## src/rtl/mem_pkg.sv

```systemverilog
// Shared types and constants for the block copier: FSM states, default memory
// depth and copy-direction encoding.
package mem_pkg;

    typedef enum logic [2:0] {
        ST_IDLE  = 3'd0,
        ST_CHECK = 3'd1,
        ST_RD    = 3'd2,
        ST_WR    = 3'd3,
        ST_FIN   = 3'd4
    } state_e;

    localparam int unsigned MEM_DEPTH_DEF = 128;

    localparam logic DIR_ASC  = 1'b0;
    localparam logic DIR_DESC = 1'b1;

endpackage

```

## src/rtl/mem_addr_stepper.sv

```systemverilog
// Word-offset counter for the copier: loads the start offset for the chosen
// direction, steps once per written word and presents the next src/dst addresses.
module mem_addr_stepper
    import mem_pkg::*;
#(
    parameter int ADDR_W = 32,
    parameter int LEN_W  = 8
) (
    input  logic              clk,
    input  logic              rst_n,
    input  logic              load,
    input  logic              load_dir,
    input  logic              step,
    input  logic [LEN_W-1:0]  len,
    input  logic [ADDR_W-1:0] src_base,
    input  logic [ADDR_W-1:0] dst_base,
    output logic [ADDR_W-1:0] src_sum,
    output logic [ADDR_W-1:0] dst_sum,
    output logic              last
);

    logic [LEN_W-1:0] off_r;
    logic [LEN_W-1:0] off_s;
    logic             dir_r;

    // Offset the counter will hold after this edge; the sums use it so the
    // registered address in the top is aligned with the state being entered.
    always_comb begin
        off_s = off_r;
        if (load) begin
            off_s = (load_dir == DIR_DESC) ? (len - LEN_W'(1)) : '0;
        end else if (step) begin
            off_s = (dir_r == DIR_DESC) ? (off_r - LEN_W'(1)) : (off_r + LEN_W'(1));
        end else begin
            off_s = off_r;
        end
    end

    // Offset and direction registers.
    always_ff @(posedge clk or negedge rst_n) begin
        if (!rst_n) begin
            off_r <= '0;
            dir_r <= DIR_ASC;
        end else begin
            off_r <= off_s;
            if (load) begin
                dir_r <= load_dir;
            end else begin
                dir_r <= dir_r;
            end
        end
    end

    assign src_sum = src_base + ADDR_W'(off_s);
    assign dst_sum = dst_base + ADDR_W'(off_s);
    assign last    = (dir_r == DIR_DESC) ? (off_r == '0) : (off_r == (len - LEN_W'(1)));

endmodule

```

## src/rtl/mem_block_copier.sv

```systemverilog
// Memory block copier (memmove semantics): range-checks the request, then moves
// one word per read/write cycle pair through a single data buffer.
module mem_block_copier
    import mem_pkg::*;
#(
    parameter int ADDR_W    = 32,
    parameter int DATA_W    = 32,
    parameter int LEN_W     = 8,
    parameter int MEM_DEPTH = MEM_DEPTH_DEF
) (
    input  logic              clk,
    input  logic              rst_n,
    input  logic              start,
    input  logic              abort,
    input  logic [ADDR_W-1:0] src_addr,
    input  logic [ADDR_W-1:0] dst_addr,
    input  logic [LEN_W-1:0]  len,
    output logic              busy,
    output logic              done,
    output logic              error,
    output logic [LEN_W-1:0]  word_count,
    output logic              mem_read,
    output logic              mem_write,
    output logic [ADDR_W-1:0] mem_addr,
    output logic [DATA_W-1:0] mem_wdata,
    input  logic [DATA_W-1:0] mem_rdata
);

    localparam logic [ADDR_W:0] DEPTH_LIM = (ADDR_W+1)'(MEM_DEPTH);

    state_e            state_r, state_s;
    logic [ADDR_W-1:0] src_r, dst_r;
    logic [LEN_W-1:0]  len_r;
    logic              abort_pend_r;
    logic [DATA_W-1:0] data_buf_r;
    logic              busy_r, done_r, error_r, mem_read_r, mem_write_r;
    logic [ADDR_W-1:0] mem_addr_r;
    logic [LEN_W-1:0]  word_count_r;

    logic [ADDR_W:0]   src_end_s, dst_end_s;
    logic              range_err_s, desc_s, load_s, step_s, error_s, accept_s;
    logic [ADDR_W-1:0] src_sum_s, dst_sum_s;
    logic              last_s;

    // Ends are formed one bit wider so a request near the top cannot wrap into range.
    assign src_end_s   = {1'b0, src_r} + (ADDR_W+1)'(len_r);
    assign dst_end_s   = {1'b0, dst_r} + (ADDR_W+1)'(len_r);
    assign range_err_s = (src_end_s > DEPTH_LIM) || (dst_end_s > DEPTH_LIM);
    assign desc_s      = (dst_r > src_r) && ({1'b0, dst_r} < src_end_s);
    assign accept_s    = (state_r == ST_IDLE) && start;

    mem_addr_stepper #(
        .ADDR_W (ADDR_W),
        .LEN_W  (LEN_W)
    ) u_stepper (
        .clk      (clk),
        .rst_n    (rst_n),
        .load     (load_s),
        .load_dir (desc_s ? DIR_DESC : DIR_ASC),
        .step     (step_s),
        .len      (len_r),
        .src_base (src_r),
        .dst_base (dst_r),
        .src_sum  (src_sum_s),
        .dst_sum  (dst_sum_s),
        .last     (last_s)
    );

    // Next-state logic and per-cycle control strobes.
    always_comb begin
        state_s = state_r;
        load_s  = 1'b0;
        step_s  = 1'b0;
        error_s = 1'b0;
        case (state_r)
            ST_IDLE: begin
                if (start) begin
                    state_s = ST_CHECK;
                end else begin
                    state_s = ST_IDLE;
                end
            end
            ST_CHECK: begin
                if (len_r == '0) begin
                    state_s = ST_FIN;
                end else if (range_err_s) begin
                    state_s = ST_IDLE;
                    error_s = 1'b1;
                end else begin
                    state_s = ST_RD;
                    load_s  = 1'b1;
                end
            end
            ST_RD: begin
                state_s = ST_WR;
            end
            ST_WR: begin
                step_s = 1'b1;
                if (last_s || abort || abort_pend_r) begin
                    state_s = ST_FIN;
                end else begin
                    state_s = ST_RD;
                end
            end
            ST_FIN: begin
                state_s = ST_IDLE;
            end
            default: begin
                state_s = ST_IDLE;
            end
        endcase
    end

    // State register, request latches and data buffer.
    always_ff @(posedge clk or negedge rst_n) begin
        if (!rst_n) begin
            state_r      <= ST_IDLE;
            src_r        <= '0;
            dst_r        <= '0;
            len_r        <= '0;
            abort_pend_r <= 1'b0;
            data_buf_r   <= '0;
        end else begin
            state_r <= state_s;
            if (accept_s) begin
                src_r <= src_addr;
                dst_r <= dst_addr;
                len_r <= len;
            end else begin
                src_r <= src_r;
                dst_r <= dst_r;
                len_r <= len_r;
            end
            // An abort seen during a read is remembered so its write still happens.
            if (state_r == ST_IDLE) begin
                abort_pend_r <= 1'b0;
            end else if ((state_r == ST_RD) && abort) begin
                abort_pend_r <= 1'b1;
            end else begin
                abort_pend_r <= abort_pend_r;
            end
            if (state_r == ST_RD) begin
                data_buf_r <= mem_rdata;
            end else begin
                data_buf_r <= data_buf_r;
            end
        end
    end

    // Output registers, loaded from the state being entered.
    always_ff @(posedge clk or negedge rst_n) begin
        if (!rst_n) begin
            busy_r       <= 1'b0;
            done_r       <= 1'b0;
            error_r      <= 1'b0;
            mem_read_r   <= 1'b0;
            mem_write_r  <= 1'b0;
            mem_addr_r   <= '0;
            word_count_r <= '0;
        end else begin
            busy_r      <= (state_s == ST_CHECK) || (state_s == ST_RD) || (state_s == ST_WR);
            done_r      <= (state_s == ST_FIN);
            error_r     <= error_s;
            mem_read_r  <= (state_s == ST_RD);
            mem_write_r <= (state_s == ST_WR);
            if (state_s == ST_RD) begin
                mem_addr_r <= src_sum_s;
            end else if (state_s == ST_WR) begin
                mem_addr_r <= dst_sum_s;
            end else begin
                mem_addr_r <= mem_addr_r;
            end
            if (accept_s) begin
                word_count_r <= '0;
            end else if (state_r == ST_WR) begin
                word_count_r <= word_count_r + LEN_W'(1);
            end else begin
                word_count_r <= word_count_r;
            end
        end
    end

    assign busy       = busy_r;
    assign done       = done_r;
    assign error      = error_r;
    assign mem_read   = mem_read_r;
    assign mem_write  = mem_write_r;
    assign mem_addr   = mem_addr_r;
    assign mem_wdata  = data_buf_r;
    assign word_count = word_count_r;

endmodule

```

## config.mk

```make
export PLATFORM = sky130hd
export DESIGN_NAME = mem_block_copier
export DESIGN_NICKNAME = d
export VERILOG_FILES = /design/src/rtl/mem_pkg.sv /design/src/rtl/mem_addr_stepper.sv /design/src/rtl/mem_block_copier.sv
export SDC_FILE = /design/constraint.sdc
export NUM_CORES = 1
export LEC_CHECK = 0
export BUFFER_PORTS_ARGS = -buffer_cell sky130_fd_sc_hd__buf_2
export CAP_MARGIN = 20
export CORE_MARGIN = 4
export CORE_UTILIZATION = 60
export CTS_BUF_LIST = sky130_fd_sc_hd__clkbuf_4
export CTS_CLUSTER_DIAMETER = 60
export CTS_CLUSTER_SIZE = 20
export DETAILED_ROUTE_END_ITERATION = 6
export PLACE_DENSITY = 0.83
export SLEW_MARGIN = 30
export SYNTH_ARGS = -nofsm -noshare
export SYNTH_HDL_FRONTEND = slang
export SYNTH_SLANG_ARGS = --single-unit
```

## constraint.sdc

```tcl
create_clock -name clk -period 8.54 [get_ports clk]
set_input_delay 0.854 -clock clk [delete_from_list [all_inputs] [get_ports clk]]
set_output_delay 0.854 -clock clk [all_outputs]
set_load 0.02 [all_outputs]
```

==> flow_metrics.py, run 1 <==
metrics = {
    "outcome": {
        "status": "complete, no violations",
    },
    "synthesis": {
        "syn_area_um2": 12300,
        "synth-warning-count": 0,
        "synth_nets": 1639,
        "synth_enable_flop_cells": 0,
        "synth_cell_types": 93,
        "yosysSeqAreaShare": 0.329,
        "avgSynthCellArea_um2": 8.62,
        "synthFlopType": "dfrtp_1",
        "ys_async_sr_fraction": 1.00,
        "synthCells": 1431,
        "ys_seq_elements": 162,
    },
    "grt": {
        "antenna_found_initial": 1,
        "grt_pass1_wl_mm": 62.6,
        "grt_pass1_vias": 11400,
        "grt_start_max_net_pins": 91,
        "gr-total-overflow": 0,
        "grtUsageTotal": 0.356,
    },
    "power": {
        "seq_power_share": 0.283,
        "p_int_w": 0.00267,
        "p_sw_frac": 0.540,
        "p_comb_frac": 0.633,
        "p_leak_nw": 6.23,
        "p_per_area_nw_per_um2": 424,
        "ir_worst_vdd_v": 0.000262,
        "switchingPower_w": 0.00314,
        "clkPwrFrac": 0.084,
    },
    "floorplanning": {
        "die_x_um": 151,
        "initial_core_util": 0.610,
        "coreArea_um2": 20200,
        "rows": 52,
        "dieHeight_um": 151,
        "io_pins": 185,
        "die_area_um2": 22900,
    },
    "worst_hold_path": {
        "min_path_type": "in2async",
    },
    "timing": {
        "max_freq_mhz": 131,
        "min_period_over_period": 0.891,
        "finalMaxSlewViolations": 0,
        "fin_skew_ns": 0.0223,
        "rsz0062_at_grt": "no",
        "tns_ns": 0,
        "hold_viol": 0,
        "post-route-min-period_ns": 7.61,
        "worst_slew_pin_slew_ns": 0.868,
        "setup_viol": 0,
        "slew-limit-headroom": 0.417,
    },
    "clock_network": {
        "hold_buffers": 0,
        "cts_tree": "done",
        "cts_max_path_buffers": 2,
        "insertion_delay_ns": 0.60,
        "ctsResizeCount": 0,
        "numCtsBuffers": 17,
        "cts_setup_buffers": 0,
        "h-tree-depth": 4,
        "cts.clk_slew.worst_paths_ns": 0.18,
        "root_buffer": "clkbuf_4",
        "clock-sinks": 162,
    },
    "critical_path": {
        "required_ns": 9.06,
        "startpoint_type": "flop",
        "cpMostUsedCell": "ha_1",
        "cp-end-kind": "flop",
        "slowest_delay_ns": 0.54,
        "regToRegSetupSlack_ns": 0.93,
        "cp_slowest_cell": "dfrtp_1",
        "crit_path_max_fanout": 11,
        "critPathKind": "reg2reg",
        "crit_arrival_ns": 8.12,
    },
    "detailed_routing": {
        "vias_per_cell": 6.25,
        "antenna_left": 0,
        "via_count": 11700,
        "wl_per_cell_um": 21.9,
        "drc": 0,
        "drt_pass1_iterations": 7,
        "drt-total-wl_mm": 40.9,
        "drt_iter0_markers": 951,
    },
    "place": {
        "place.gp.congestion": 1.05,
        "portBuffers": 184,
        "postPlaceCellArea_um2": 13400,
        "hpwlAfterDp_mm": 31.8,
    },
    "cells_and_area": {
        "layout_common_cells": "nand2_1 (236), buf_2 (183), dfrtp_1 (162), o21ai_0 (97), ha_1 (96)",
        "final_nets": 1791,
        "final_cell_area_um2": 13700,
        "fillers": 1698,
        "final_common_cell": "nand2_1",
        "drive_gt1_frac": 0.205,
        "areaGrowthSynthToFinish_pct": 11.1,
    },
    "job": {
        "drv_cap": 0,
    },
}
[registers in the layout, indices dropped and copies added, names as in the netlist]
name / count
u_stepper.off_r: 8
len_r: 8
word_count: 8
done: 1
mem_read: 1
mem_wdata: 32
src_r: 32
mem_write: 1
error: 1
busy: 1
state_r: 3
mem_addr: 32
dst_r: 32
u_stepper.dir_r: 1
abort_pend_r: 1
[power by group through the flow]
stage          Sequential, W  Combinational, W  Clock (W)
3_3_place_gp         0.00163           0.00352          0
2_1_floorplan        0.00158           0.00253          0
6_report             0.00164           0.00367   0.000489
4_1_cts              0.00162           0.00362   0.000495
3_5_place_dp         0.00163           0.00360          0
5_1_grt              0.00167           0.00403   0.000530
[final timing paths]
check / from / endpoint / depth (start not counted)
max: len_r[3]$_DFFE_PN0P_ / mem_addr[31]$_DFFE_PN0P_ / 30
min: rst_n / word_count[0]$_DFFE_PN0P_ / 1
max reg2reg: len_r[3]$_DFFE_PN0P_ / mem_addr[31]$_DFFE_PN0P_ / 30
min reg2reg: mem_wdata[8]$_DFFE_PN0N_ / mem_wdata[8]$_DFFE_PN0N_ / 2
max in group asynchronous: rst_n / mem_addr[10]$_DFFE_PN0P_ / 2
min in group clk: mem_rdata[31] / mem_wdata[31]$_DFFE_PN0N_ / 3
[layer usage]
layer  vias to the layer above  share of wire  global-route usage
li1                       5444              -                   -
met1                      5580           0.40               0.449
met2                       517           0.48               0.595
met3                       126          0.061              0.0524
met4                         0          0.054               0.176
met5                         -              0                   0
[cells by family after synthesis]
family          Yosys count  synth area share
simple gates            557             0.221
compound gates          326             0.176
flops                   162             0.329
buf+inv                 125            0.0438
fa+ha+maj               100             0.104
xor+xnor                 93            0.0660
mux                      68            0.0607
[stage by stage]
stage	hold WS, ns	worst slack [ns]	total power [W]	cells	utilization
after floorplan	0.463	2.36	0.00411	1431	-
after global routing	0.346	0.471	0.00622	1868	0.677
after detailed placement	0.457	1.10	0.00523	1834	0.662
after global placement	0.452	0.971	0.00515	1834	0.662
final	0.286	0.934	0.00580	1868	0.677
after CTS	0.312	1.09	0.00574	1866	0.677
[Yosys cell counts (all sizes together) (19+ instances only)]
cell / count / share of area
nand2: 237 / 0.073
dfrtp: 162 / 0.33
o21ai: 104 / 0.042
ha: 96 / 0.097
nor2: 79 / 0.024
a21oi: 77 / 0.032
xnor2: 71 / 0.050
inv: 59 / 0.018
mux2: 54 / 0.049
nand3: 49 / 0.021
nor3: 41 / 0.017
clkbuf: 40 / 0.012
nand4: 38 / 0.019
a21o: 35 / 0.021
buf: 24 / 0.013
xor2: 22 / 0.016
nor4: 19 / 0.013
[layout make-up]
class	count	area [um^2]	area share
Clock inverter	15	171	0.0125
Antenna cell	2	5.00	0.000365
Multi-Input combinational cell	1144	7740	0.565
Tap cell	270	338	0.0247
Clock buffer	17	128	0.00932
Inverter	61	229	0.0167
Timing Repair Buffer	197	1030	0.0753
Sequential cell	162	4050	0.296
[worst max-delay path, delay by kind of cell (launching register included)]
family | cells | cell delay, ns
adder cells (fa/ha/maj) | 3 | 1.00
buffers and inverters | 3 | 0.53
flip-flops | 1 | 0.54
XOR/XNOR | 2 | 0.37
AND/OR/NAND/NOR | 7 | 1.73
multiplexers | 2 | 0.51
AO/OA/AOI/OAI | 13 | 2.83
Power figures use the tool's default switching activity.
==> run 2: changes to the inputs <==
- ABC_AREA: unset -> 1
==> run 2 against run 1 <==
Compared with the run above:
- routed wire length fell by 8.7%
- register-to-register slack gained 1.1 ns
- utilization up 0.42 points
- final cell count grew 20%
- combinational power decreased by 80%
- area after synthesis down 0.36%
- die area shrank 0.34%
- via count rose by 6.6%
- sequential power fell by 44%
- critical path depth rose by 4
- synthesized cell count rose by 25%
- sequential cell count unchanged
==> flow_metrics.py, run 2 <==
metrics = {
    "clock_network": {
        "insertion_delay_ns": 0.62,
        "hold_buffers": 0,
        "cts_tree": "done",
        "h-tree-depth": 4,
        "cts_setup_buffers": 0,
        "cts.clk_slew.worst_paths_ns": 0.17,
        "clock-sinks": 162,
        "ctsResizeCount": 0,
        "numCtsBuffers": 17,
        "root_buffer": "clkbuf_4",
        "cts_max_path_buffers": 2,
    },
    "detailed_routing": {
        "drt-total-wl_mm": 37.3,
        "wl_per_cell_um": 16.6,
        "drt_pass1_iterations": 7,
        "drc": 0,
        "via_count": 12400,
        "antenna_left": 0,
        "vias_per_cell": 5.54,
        "drt_iter0_markers": 967,
    },
    "floorplanning": {
        "io_pins": 185,
        "rows": 52,
        "initial_core_util": 0.609,
        "die_x_um": 151,
        "coreArea_um2": 20200,
        "dieHeight_um": 151,
        "die_area_um2": 22800,
    },
    "grt": {
        "antenna_found_initial": 1,
        "gr-total-overflow": 0,
        "grt_pass1_wl_mm": 59.2,
        "grt_start_max_net_pins": 89,
        "grtUsageTotal": 0.332,
        "grt_pass1_vias": 11700,
    },
    "synthesis": {
        "ys_top_cells_by_area": "dfrtp_1 (33%), nand2_1 (19%), ha_1 (9.8%), inv_1 (6.1%), nand3_1 (5.9%)",
        "yosysSeqAreaShare": 0.330,
        "synth-warning-count": 0,
        "synth_commonest_cells": "nand2_1 (631), inv_1 (199), dfrtp_1 (162), nand3_1 (144), nor2_1 (116)",
        "ys_seq_elements": 162,
        "synthFlopType": "dfrtp_1",
        "ys_async_sr_fraction": 1.00,
        "synth_nets": 2002,
        "synth_cell_types": 54,
        "syn_area_um2": 12300,
        "yosysMostFrequentCell": "nand2_1",
        "synth_top_area_cell": "dfrtp_1",
        "synth.top_cell.area_share": 0.330,
        "synth_enable_flop_cells": 0,
        "avgSynthCellArea_um2": 6.85,
        "synthCells": 1794,
    },
    "cells_and_area": {
        "final_common_cell": "nand2_1",
        "layout_common_cells": "nand2_1 (631), inv_1 (197), buf_2 (183), dfrtp_1 (162), nand3_1 (144)",
        "final_cell_area_um2": 13700,
        "fin_util": 0.681,
        "drive_gt1_frac": 0.152,
        "areaGrowthSynthToFinish_pct": 11.8,
        "final_nets": 2171,
    },
    "power": {
        "p_per_area_nw_per_um2": 159,
        "ir_worst_vdd_v": 0.000101,
        "p_leak_nw": 7.16,
    },
    "timing": {
        "finalMaxSlewViolations": 0,
        "tns_ns": 0,
        "min_period_over_period": 0.760,
        "setup_viol": 0,
        "worst_slew_pin_slew_ns": 0.899,
        "rsz0062_at_grt": "no",
        "whs_ns": 0.279,
        "fin_skew_ns": 0.0332,
        "hold_viol": 0,
        "max_freq_mhz": 154,
        "slew-limit-headroom": 0.397,
        "post-route-min-period_ns": 6.49,
    },
    "critical_path": {
        "slowest_delay_ns": 0.52,
        "path_buf_inv": 1,
        "cp-end-kind": "flop",
        "critPathKind": "reg2reg",
        "crit_path_max_fanout": 8,
        "cp_slowest_cell": "dfrtp_1",
        "required_ns": 9.06,
        "startpoint_type": "flop",
        "crit_arrival_ns": 7.01,
        "crit_family": "simple AND/OR/NAND/NOR gates",
    },
    "outcome": {
        "status": "complete, no violations",
    },
    "place": {
        "postPlaceCellArea_um2": 13400,
        "portBuffers": 184,
        "hpwlAfterDp_mm": 30.1,
        "place.gp.congestion": 1.01,
    },
    "worst_hold_path": {
        "min_path_type": "in2async",
    },
    "job": {
        "drv_cap": 0,
    },
}
==> run 2: cell types whose count changed after synthesis, moves of 15 or more <==
cell,delta
mux2_2,-53
and3_1,-15
a21oi_1,-17
nand2_2,+16
inv_1,+143
nand2_1,+395
o21ai_0,+16
a21o_1,-34
nor2_1,+38
nor2_2,+15
nand3_1,+97
nor3_1,-15
xnor2_1,-58
==> run 2: worst paths after layout <==
kind / from / endpoint / slack, ns / cells after the start
max: src_r[0]$_DFFE_PN0P_ / mem_addr[29]$_DFFE_PN0P_ / 2.05 / 34
min: rst_n / mem_addr[18]$_DFFE_PN0P_ / 0.28 / 1
max reg2reg: src_r[0]$_DFFE_PN0P_ / mem_addr[29]$_DFFE_PN0P_ / 2.05 / 34
min reg2reg: mem_wdata[9]$_DFFE_PN0N_ / mem_wdata[9]$_DFFE_PN0N_ / 0.49 / 2
max in group asynchronous: rst_n / mem_addr[13]$_DFFE_PN0P_ / 7.09 / 2
min in group clk: dst_addr[20] / dst_r[20]$_DFFE_PN0P_ / 0.41 / 3
==> run 2: kinds of logic after synthesis <==
family | synth area share
compound gates | 0.0929
buf+inv | 0.0816
flops | 0.330
fa+ha+maj | 0.104
simple gates | 0.363
xor+xnor | 0.0284
==> run 2: per-stage QoR <==
| step | power (W) | cells | setup WS, ns |
|---|---|---|---|
| after detailed placement | 0.00165 | 2214 | 2.09 |
| after CTS | 0.00217 | 2246 | 2.17 |
| after global routing | 0.00233 | 2247 | 1.37 |
| final | 0.00218 | 2247 | 2.05 |
| after floorplan | 0.00141 | 1794 | 3.47 |
| after global placement | 0.00164 | 2214 | 2.29 |
==> run 2: routing by layer <==
layer,part of all wire,global-route usage
met5,0,0
met4,0.027,0.0984
met3,0.091,0.0577
met2,0.44,0.528
met1,0.44,0.468
==> run 2: layout make-up <==
cell class	count	area, um^2
well taps	270	338
inverters	219	823
flip-flops and latches	162	4050
clock buffers	17	128
fillers	1828	6430
diodes	1	2.50
repair buffers	188	961
multi-input cells	1375	7250
clock inverters	15	189
==> run 2: where the power goes <==
part | internal [W] | leakage (nW) | switching [W]
Combinational | 0.000256 | 5.09 | 0.000482
Clock | 0.000165 | 0.170 | 0.000355
Sequential | 0.000816 | 1.90 | 0.000105
